File: src/rtl/adc_sample_avg_pkg.sv
// Shared definitions for the ADC sample averager: FSM encodings, the default
// code width and the accumulator width rule. Imported by the RTL and the bench.
package adc_sample_avg_pkg;

    // Default converter code width
    localparam int CADC_WIDTH_DEF = 10;

    // Extra accumulator bits: up to 8 samples are summed, so 3 guard bits
    // keep 8 * (2^W - 1) from overflowing.
    localparam int ACC_EXTRA = 3;

    typedef enum logic [1:0] {
        ST_IDLE  = 2'd0,
        ST_CLEAR = 2'd1,
        ST_ACQ   = 2'd2,
        ST_DONE  = 2'd3
    } avg_state_e;

    function automatic int acc_width(input int code_w);
        return code_w + ACC_EXTRA;
    endfunction

endpackage

File: src/rtl/adc_sample_avg_timeout.sv
// Inter-sample watchdog for the averager. Counts enabled cycles since the last
// clear and saturates at LIMIT; expired is high while the count sits at LIMIT.
module adc_timeout_cnt #(
    parameter int LIMIT = 255
) (
    input  logic clk,
    input  logic rst,
    input  logic clr,
    input  logic en,
    output logic expired
);

    localparam int CW = (LIMIT < 1) ? 1 : $clog2(LIMIT + 1);

    logic [CW-1:0] cnt_q, cnt_d;

    assign expired = (cnt_q == CW'(LIMIT));

    // Clear wins over enable; hold at the limit so the count never wraps
    always_comb begin
        cnt_d = cnt_q;
        if (clr)
            cnt_d = '0;
        else if (en && !expired)
            cnt_d = cnt_q + CW'(1);
    end

    // Counter register
    always_ff @(posedge clk or posedge rst) begin
        if (rst)
            cnt_q <= '0;
        else
            cnt_q <= cnt_d;
    end

endmodule

File: src/rtl/adc_sample_avg.sv
// ADC sample averager: on START collects 2^AVG_LOG2 converter samples, sums
// them and publishes sum >> AVG_LOG2 with a ready flag. An acquisition that
// starves for TIMEOUT_CYCLES cycles is abandoned and flagged on TIMEOUT.
// Build option: define ADC_AVG_ROUND_EN to round-half-up the average
// (with saturation) instead of truncating.
module adc_sample_avg
    import adc_sample_avg_pkg::*;
#(
    parameter int CADC_WIDTH     = CADC_WIDTH_DEF,
    parameter int TIMEOUT_CYCLES = 255
) (
    input  logic                  CLK,
    input  logic                  RST,
    input  logic                  START,
    input  logic [1:0]            AVG_LOG2,
    input  logic [CADC_WIDTH-1:0] ADC_DIN,
    input  logic                  ADC_VALID,
    output logic [CADC_WIDTH-1:0] ADC_OUT,
    output logic                  ADC_RDY,
    output logic                  BUSY,
    output logic                  TIMEOUT
);

    localparam int ACC_W = acc_width(CADC_WIDTH);

    avg_state_e            state_q, state_d;
    logic [1:0]            avg_q, avg_d;
    logic [ACC_W-1:0]      acc_q, acc_d;
    logic [3:0]            cnt_q, cnt_d;
    logic [CADC_WIDTH-1:0] out_q, out_d;
    logic                  rdy_q, rdy_d;
    logic                  busy_q, busy_d;
    logic                  tout_q, tout_d;

    logic                  tmo_clr, tmo_en, tmo_exp;
    logic [3:0]            n_target;
    logic [CADC_WIDTH-1:0] avg_res;

    assign n_target = 4'd1 << avg_q;

`ifdef ADC_AVG_ROUND_EN
    logic [ACC_W:0] rnd_sum, rnd_shr;

    // Round half up by adding half an LSB of the result, then clamp to full scale
    always_comb begin
        rnd_sum = {1'b0, acc_q};
        if (avg_q != 2'd0)
            rnd_sum = rnd_sum + ((ACC_W + 1)'(1) << (avg_q - 2'd1));
        rnd_shr = rnd_sum >> avg_q;
        avg_res = (|rnd_shr[ACC_W:CADC_WIDTH]) ? '1 : rnd_shr[CADC_WIDTH-1:0];
    end
`else
    // Plain truncating average; the sum of 2^n codes divided by 2^n always fits
    always_comb begin
        avg_res = CADC_WIDTH'(acc_q >> avg_q);
    end
`endif

    adc_timeout_cnt #(
        .LIMIT (TIMEOUT_CYCLES)
    ) u_tmo (
        .clk     (CLK),
        .rst     (RST),
        .clr     (tmo_clr),
        .en      (tmo_en),
        .expired (tmo_exp)
    );

    // Next-state and next-output logic; START and ADC_VALID only matter in IDLE/ACQ
    always_comb begin
        state_d = state_q;
        avg_d   = avg_q;
        acc_d   = acc_q;
        cnt_d   = cnt_q;
        out_d   = out_q;
        rdy_d   = rdy_q;
        busy_d  = busy_q;
        tout_d  = tout_q;
        tmo_clr = 1'b0;
        tmo_en  = 1'b0;
        case (state_q)
            ST_IDLE: begin
                if (START) begin
                    state_d = ST_CLEAR;
                    avg_d   = AVG_LOG2;
                    rdy_d   = 1'b0;
                    tout_d  = 1'b0;
                    busy_d  = 1'b1;
                end
            end
            ST_CLEAR: begin
                acc_d   = '0;
                cnt_d   = '0;
                tmo_clr = 1'b1;
                state_d = ST_ACQ;
            end
            ST_ACQ: begin
                // A sample arriving on the expiry cycle still counts
                if (ADC_VALID) begin
                    acc_d   = acc_q + ACC_W'(ADC_DIN);
                    cnt_d   = cnt_q + 4'd1;
                    tmo_clr = 1'b1;
                    if (cnt_q + 4'd1 == n_target)
                        state_d = ST_DONE;
                end else if (tmo_exp) begin
                    state_d = ST_IDLE;
                    tout_d  = 1'b1;
                    rdy_d   = 1'b0;
                    busy_d  = 1'b0;
                end else begin
                    tmo_en = 1'b1;
                end
            end
            ST_DONE: begin
                out_d   = avg_res;
                rdy_d   = 1'b1;
                busy_d  = 1'b0;
                state_d = ST_IDLE;
            end
            default: state_d = ST_IDLE;
        endcase
    end

    // State and registered outputs; reset discards any partial sum
    always_ff @(posedge CLK or posedge RST) begin
        if (RST) begin
            state_q <= ST_IDLE;
            avg_q   <= '0;
            acc_q   <= '0;
            cnt_q   <= '0;
            out_q   <= '0;
            rdy_q   <= 1'b0;
            busy_q  <= 1'b0;
            tout_q  <= 1'b0;
        end else begin
            state_q <= state_d;
            avg_q   <= avg_d;
            acc_q   <= acc_d;
            cnt_q   <= cnt_d;
            out_q   <= out_d;
            rdy_q   <= rdy_d;
            busy_q  <= busy_d;
            tout_q  <= tout_d;
        end
    end

    assign ADC_OUT = out_q;
    assign ADC_RDY = rdy_q;
    assign BUSY    = busy_q;
    assign TIMEOUT = tout_q;

endmodule

File: config.mk
export PLATFORM = sky130hd
export DESIGN_NAME = adc_sample_avg
export DESIGN_NICKNAME = d
export VERILOG_FILES = /design/src/rtl/adc_sample_avg_pkg.sv /design/src/rtl/adc_sample_avg_timeout.sv /design/src/rtl/adc_sample_avg.sv
export SDC_FILE = /design/constraint.sdc
export NUM_CORES = 1
export LEC_CHECK = 0
export ABC_AREA = 1
export BUFFER_PORTS_ARGS = -buffer_cell sky130_fd_sc_hd__buf_2
export CAP_MARGIN = 20
export CELL_PAD_IN_SITES_DETAIL_PLACEMENT = 1
export CELL_PAD_IN_SITES_GLOBAL_PLACEMENT = 2
export CORE_UTILIZATION = 36
export DETAILED_ROUTE_END_ITERATION = 10
export PLACE_DENSITY = 0.9
export SLEW_MARGIN = 25
export SYNTH_ARGS = -nofsm -noshare
export SYNTH_HDL_FRONTEND = slang
export SYNTH_SLANG_ARGS = --single-unit
File: constraint.sdc
create_clock -name CLK -period 5 [get_ports CLK]
set_clock_uncertainty 0.05 [all_clocks]
set_input_delay 0.75 -clock CLK [delete_from_list [all_inputs] [get_ports CLK]]
set_output_delay 0.75 -clock CLK [all_outputs]
set_load 0.03 [all_outputs]
==> metrics.txt, run 1 <==
Util after Layout 0.422; Logic pwr share 0.534; Worst-Margin Slew 0.627 ns; total I/O pin count 29; CP Launch Type register; Die X-Extent 89.4 um; Cells after DPL 498; global route total overflow 0; fin nets 441; Synth Register Bits 42; Worst Hold End ADC_OUT[0]$_DFFE_PP0P_; final instance count without filler cells 506; via count 2533; Pint 0.873 mW; crit path buf inv count 2; register area share after synthesis 0.382; area of the mapped netlist 0.00275 mm^2; Hold Crit Start ADC_OUT[0]$_DFFE_PP0P_; core area 0.00733 mm^2; critical path required time 5.13 ns; metal1 wirelength 3.48 mm; ys flop type dfrtp_1; Initial Util 0.375; first-pass GRT wire length 12.1 mm; Worst R2R Start state_q[0]$_DFFE_PP0P_; Yosys cell types 31; R2R depth 7; hpwl dp 5.66 mm; crit share post-route 0.422; Max clock buf depth 2; Area Growth Syn to Fin 12.4%; clk_lat worst skew 0.30 ns; PortBufs 28; layout cells sized above 1 0.120; post-synthesis net count 410; EDFF count, synth 0; # diodes 0; antenna-violating nets left 0; HP Class register to register; pwr dens 566 mW/mm^2; slew margin rel. 0.582; sw frac 0.501; Tot GR Track Use 0.198; worst-path cell chain inv_1 > ha_1 > nand2_4 > nand2_1 > inv_1 > nand2_1 > o21ai_0; CTS tree built; drt drc 0; clk slew on worst S/H paths 0.08 ns; RSZ-0062 raised after global routing no; TNS Setup 0 ns; First DRT Iteration DRCs 66; delay of the slowest cell on the worst path 0.43 ns; Vias/cell 5.01; asr flop ratio synth 1.00; Mapped Avg Cell Area 7.34 um^2; reg2reg setup slack 2.89 ns; largest net degree at the start of global routing 43; endpoint class of the critical path register; hold buffers post-CTS 0; Die H 89.4 um; cts bufs inserted 5; die area 0.00800 mm^2; Top delay family on crit path simple AND/OR/NAND/NOR gates; Resized Gates After CTS 0; commonest non-fill, non-tap cell in the layout nand2_1; initial antenna violation count 0; drt pass-1 iters 5; # rows 31; status finished clean; WHS Path Cells 2; commonest cells after routing, fill and taps aside 113 x nand2_1, 48 x inv_1, 42 x dfrtp_1; mean routed wirelength per cell 14.1 um; number of max-cap violations 0; Critical Path Fanout Max 12; Reg power frac 0.335; Clk pwr share 0.131; WL met2 3.44 mm; vias in the first global route 2570; Arrival @ worst endpoint 2.24 ns; Cells after Synth 375; kind of critical path register to register; Yosys warnings 0; maximum clock frequency 474 MHz; Slowest-stage cell, CP dfrtp_1; worst IR drop on VDD 0.132 mV; final hold violations 0; post-layout minimum cycle time 2.11 ns; leak pwr 1.66 nW; clock root buffer clkbuf_8; max-slew violations 0; # clock sinks 42; Sw Pwr 0.877 mW; Total Routed Length 7.13 mm; gpl congestion 0.838; met3 WL 137 um; top sig layer met4; postcts setup bufs 0; final setup fails 0; RR Endpoint acc_q[3]$_DFFE_PP0P_; H-tree depth 2
[synth_stat cells (3+ instances only)]
master   count  area share
inv_1       49       0.067
o22ai_1      4      0.0091
dfrtp_1     42        0.38
a21oi_1     20       0.036
o21ai_0     31       0.056
buf_2        3      0.0055
nand2_1    113        0.15
o22a_1       4       0.013
nand3_1     27       0.049
ha_1        18       0.082
nor2_1      33       0.045
[power by group through the flow]
stage / clock network, mW / logic, mW / registers, mW
floorplan: 0 / 0.626 / 0.640
global placement: 0 / 0.911 / 0.588
detailed placement: 0 / 0.942 / 0.594
CTS: 0.236 / 0.947 / 0.587
global route: 0.247 / 1.07 / 0.606
finish: 0.229 / 0.935 / 0.586
[worst reg2reg max path, stage by stage (launching register included)]
cell	delay, ns
dfrtp_1	0.43
inv_1	0.15
ha_1	0.32
nand2_4	0.19
nand2_1	0.40
inv_1	0.26
nand2_1	0.12
o21ai_0	0.08
[per-layer routing]
metal  vias to the layer above  global-route usage
li1                       1268                   -
met1                      1234               0.268
met2                        25               0.337
met3                         6              0.0277
met4                         0              0.0390
met5                         -                   0
[sequential cells by signal, summed over array words and instances (netlist names)]
signal / count
acc_q: 13
ADC_OUT: 10
u_tmo.cnt_q: 8
cnt_q: 4
avg_q: 2
state_q: 2
ADC_RDY: 1
BUSY: 1
TIMEOUT: 1
[cells by family after synthesis]
group                      synth area share
AOI/OAI and AO/OA                     0.141
DFF                                   0.382
and+or+nand+nor                       0.294
xor gates and xnor gates            0.00637
muxes                               0.00728
buffers and inverters                0.0809
adders and majority gates            0.0891
[per-stage QoR]
stage                     area (um^2)  total power [mW]  hold slack, ns  setup WS [ns]
after floorplan                  2750              1.27           0.436           3.00
after global placement           3000              1.50           0.408           2.82
after detailed placement         3000              1.54           0.423           2.74
after CTS                        3090              1.77           0.446           2.85
after global routing             3090              1.92           0.466           2.68
final                            3090              1.75           0.440           2.89
[layout make-up]
class,instances,area (um^2)
Multi-Input combinational cell,276,1480
Fill cell,963,4240
Inverter,52,200
Sequential cell,42,1050
Timing Repair Buffer,29,148
Clock buffer,7,86.3
Clock inverter,1,5.00
Tap cell,99,124
[worst max path at each step]
| stage | from | end | depth (start not counted) |
|---|---|---|---|
| 2_1_floorplan | ADC_DIN[0] | acc_q[8]$_DFFE_PP0P_ | 11 |
| 3_3_place_gp | ADC_DIN[0] | acc_q[8]$_DFFE_PP0P_ | 12 |
| 3_5_place_dp | ADC_DIN[0] | acc_q[10]$_DFFE_PP0P_ | 10 |
| 4_1_cts | state_q[0]$_DFFE_PP0P_ | acc_q[3]$_DFFE_PP0P_ | 7 |
| 5_1_grt | state_q[0]$_DFFE_PP0P_ | acc_q[8]$_DFFE_PP0P_ | 8 |
| 6_report | state_q[0]$_DFFE_PP0P_ | acc_q[3]$_DFFE_PP0P_ | 7 |
No activity file was read; power rests on OpenSTA's default activity.
==> inputs of run 2 (changes only) <==
- ABC_AREA: 1 -> 0
- CORE_UTILIZATION: 36 -> 39
- PLACE_DENSITY: 0.9 -> 0.86
- clock period: 5 -> 2.1 ns (I/O delays scaled with it)
==> run 2 against run 1 <==
The run now ends with DRC left. Combinational power grew to 2.8 times the previous value. Sequential power is 140% higher. Power grew to 2.6 times the previous value. Count of clock-buffer cells in the layout is 2 lower. Critical path depth is 1 higher. Die area is 10% lower. Wire length is 12% lower. Sequential cell count stayed put. Synthesized cell count is 35% lower. Worst setup slack worse by 2.9 ns. Critical endpoint is now acc_q[12]$_DFFE_PP0P_. Largest cell class unchanged. Largest power group unchanged.
==> metrics.txt, run 2 <==
failing checks DRC; Mapped Avg Cell Area 11.0 um^2 (+50%); cts bufs inserted 5 (unchanged); final hold violations 0 (unchanged); CTS tree built; Largest register FFs 13 (unchanged); Arrival @ worst endpoint 2.26 ns (+0.02 ns); gpl congestion 0.769 (-8.2%); ys flop type dfrtp_1; # clock sinks 42 (unchanged); final setup fails 0 (unchanged); First DRT Iteration DRCs 69 (+4.5%); WP depth 8 (+1); Max clock buf depth 2 (unchanged); vias in the first global route 2135 (-17%); delay of the slowest cell on the worst path 0.36 ns (-0.07 ns); Tot GR Track Use 0.191 (-0.00659); initial antenna violation count 0 (unchanged); H-tree depth 2 (unchanged); RSZ-0062 raised after global routing yes; commonest non-fill, non-tap cell in the layout dfrtp_1; Top delay family on crit path simple AND/OR/NAND/NOR gates; hpwl dp 4.82 mm (-15%); slew margin rel. 0.600 (+0.0176); fin nets 328 (-26%); dominant cell type by area after synthesis dfrtp_1; Post-synth top cells 42 x dfrtp_1, 19 x nor2_1, 18 x ha_1; max-slew violations 0 (unchanged); largest net degree at the start of global routing 43 (unchanged); endpoint class of the critical path register; Vias/cell 5.58 (+11%); overall power 4.47 mW (+160%); first-pass GRT wire length 10.7 mm (-11%); Yosys cell types 51 (+65%); Pint 2.52 mW (+190%); Synth Register Bits 42 (unchanged); R2R depth 8 (+1); status complete, but fails checks; Clk pwr share 0.112 (-0.019); clk_lat worst skew 0.29 ns (about the same); drt drc 4 (+4); HP Class input port to asynchronous set/reset pin; Yosys warnings 0 (unchanged); crit share post-route 0.995 (+0.573); Die H 84.8 um (-5.2%); drt pass-1 iters 8 (+3); post-layout minimum cycle time 2.09 ns (-0.0212 ns); post-synthesis net count 278 (-32%); # rows 29 (-6.5%); clock root buffer clkbuf_8; sw frac 0.436 (-0.0657); Util after Layout 0.487 (+0.0656); Critical Path Start acc_q[0]$_DFFE_PP0P_; mean routed wirelength per cell 16.9 um (+20%); worst IR drop on VDD 0.347 mV (+160%); hold buffers post-CTS 0 (unchanged); critical path required time 2.27 ns (-2.86 ns); core area 0.00649 mm^2 (-11%); Critical Path Fanout Max 3 (-9); Worst R2R Start acc_q[0]$_DFFE_PP0P_; die area 0.00718 mm^2 (-10%); maximum clock frequency 479 MHz (+1.0%); Logic pwr share 0.576 (+0.042); leak pwr 1.50 nW (-9.5%); Die X-Extent 84.8 um (-5.2%); Slowest-stage cell, CP dfrtp_1; Cells after DPL 361 (-28%); most common cell in the synthesized netlist dfrtp_1; Initial Util 0.411 (+0.0360); antenna-violating nets left 0 (unchanged); Sw Pwr 1.95 mW (+120%); layout cells sized above 1 0.314 (+0.194); # diodes 0 (unchanged); CP Launch Type register; commonest cells after routing, fill and taps aside 42 x dfrtp_1, 28 x buf_2, 23 x buf_4; Synth area leaders dfrtp_1 39%, ha_1 8.4%, mux2_2 5.5%; pwr dens 1410 mW/mm^2 (+150%); PortBufs 28 (unchanged); register area share after synthesis 0.393 (+0.0115); crit path buf inv count 1 (-1); share of the synthesized area in the top cell type 0.393 (+0.0115); clk slew on worst S/H paths 0.08 ns (about the same); Reg with most FFs acc_q; number of max-cap violations 0 (unchanged); Area Growth Syn to Fin 18.5%; kind of critical path register to register; Reg power frac 0.311 (-0.024); Worst-Margin Slew 0.601 ns (-0.0264 ns); Cells after Synth 243 (-35%); final instance count without filler cells 370 (-27%); asr flop ratio synth 1.00 (unchanged); area of the mapped netlist 0.00267 mm^2 (-2.9%); EDFF count, synth 0 (unchanged); total I/O pin count 29 (unchanged); via count 2064 (-19%); Total Routed Length 6.26 mm (-12%); global route total overflow 0 (unchanged); worst-path cell chain ha_2 > inv_2 > fa_2 > nand2b_4 > a211oi_4 > nor4_4 > nor4_2 > mux2i_1
-- run 2: cell count changes after synthesis, moves of 5 or more --
cell / before / now
nor2_1: 33 / 19
nor3_1: 2 / 7
a21oi_1: 20 / 5
inv_1: 49 / 9
o21ai_0: 31 / 15
nand3_1: 27 / 6
mux2_2: 0 / 13
mux4_2: 0 / 6
nand2b_1: 0 / 5
nand2_1: 113 / 17
xnor2_1: 0 / 6
-- run 2: power by group through the flow --
stage | Clock [mW] | Combinational, mW | Sequential, mW
floorplan | 0 | 1.62 | 1.49
global placement | 0 | 2.41 | 1.39
detailed placement | 0 | 2.48 | 1.41
CTS | 0.517 | 2.51 | 1.39
global route | 0.554 | 2.82 | 1.44
finish | 0.502 | 2.58 | 1.39
-- run 2: layer usage --
metal  share of wire  up-vias  wire length [um]  global-route usage
met1            0.50     1036              3130               0.263
met4           0.013        0                82              0.0570
met3           0.018        5               110              0.0246
met2            0.47       23              2930               0.315
met5               0        -                 0                   0
li1                -     1000                 -                   -
-- run 2: worst paths after layout --
path | end | slack [ns]
worst max-delay path | acc_q[12]$_DFFE_PP0P_ | 0.01
worst min-delay path | ADC_OUT[1]$_DFFE_PP0P_ | 0.09
worst max register to register | acc_q[12]$_DFFE_PP0P_ | 0.01
worst min register to register | TIMEOUT$_DFFE_PP0P_ | 0.45
max in group asynchronous | u_tmo.cnt_q[0]$_DFFE_PP0P_ | 1.52
min in group CLK | avg_q[1]$_DFFE_PP0P_ | 0.22
-- run 2: cell families (layout without fill, tap and decap cells) --
group / Yosys count / in the layout / synth area share
xor+xnor: 11 / 11 / 0.0361
buf+inv: 17 / 67 / 0.0290
mux: 28 / 28 / 0.164
compound gates: 55 / 55 / 0.149
flops: 42 / 42 / 0.393
fa+ha+maj: 19 / 19 / 0.0918
simple gates: 71 / 71 / 0.136
-- run 2: per-stage QoR --
stage / cell area, um^2 / setup TNS (ns) / worst slack [ns] / hold slack (ns)
floorplan: 2670 / 0 / 0.0614 / 0.393
global placement: 3020 / -0.0564 / -0.0303 / 0.422
detailed placement: 3020 / -0.326 / -0.102 / 0.428
CTS: 3120 / 0 / 0.00235 / 0.112
global route: 3170 / -0.157 / -0.101 / 0.179
finish: 3170 / 0 / 0.0108 / 0.0942
-- run 2: final cells by class --
class,instances,area (um^2)
inverters,9,33.8
multi-input cells,184,1590
well taps,77,96.3
clock inverters,2,10.0
fillers,751,3330
flip-flops and latches,42,1050
clock buffers,5,68.8
repair buffers,51,313
-- run 2: tightest hold or removal path: stages --
cell	delay, ns
buf_2	0.09
inv_1	0.04
buf_4	0.45
-- run 2: timing repair --
item                                    4_1_cts  5_1_grt
pin swaps                                     2        5
endpoints found under the setup margin        4        5
resized for setup                             4        7
buffers inserted                              1        1
hold endpoints to repair                      0        0
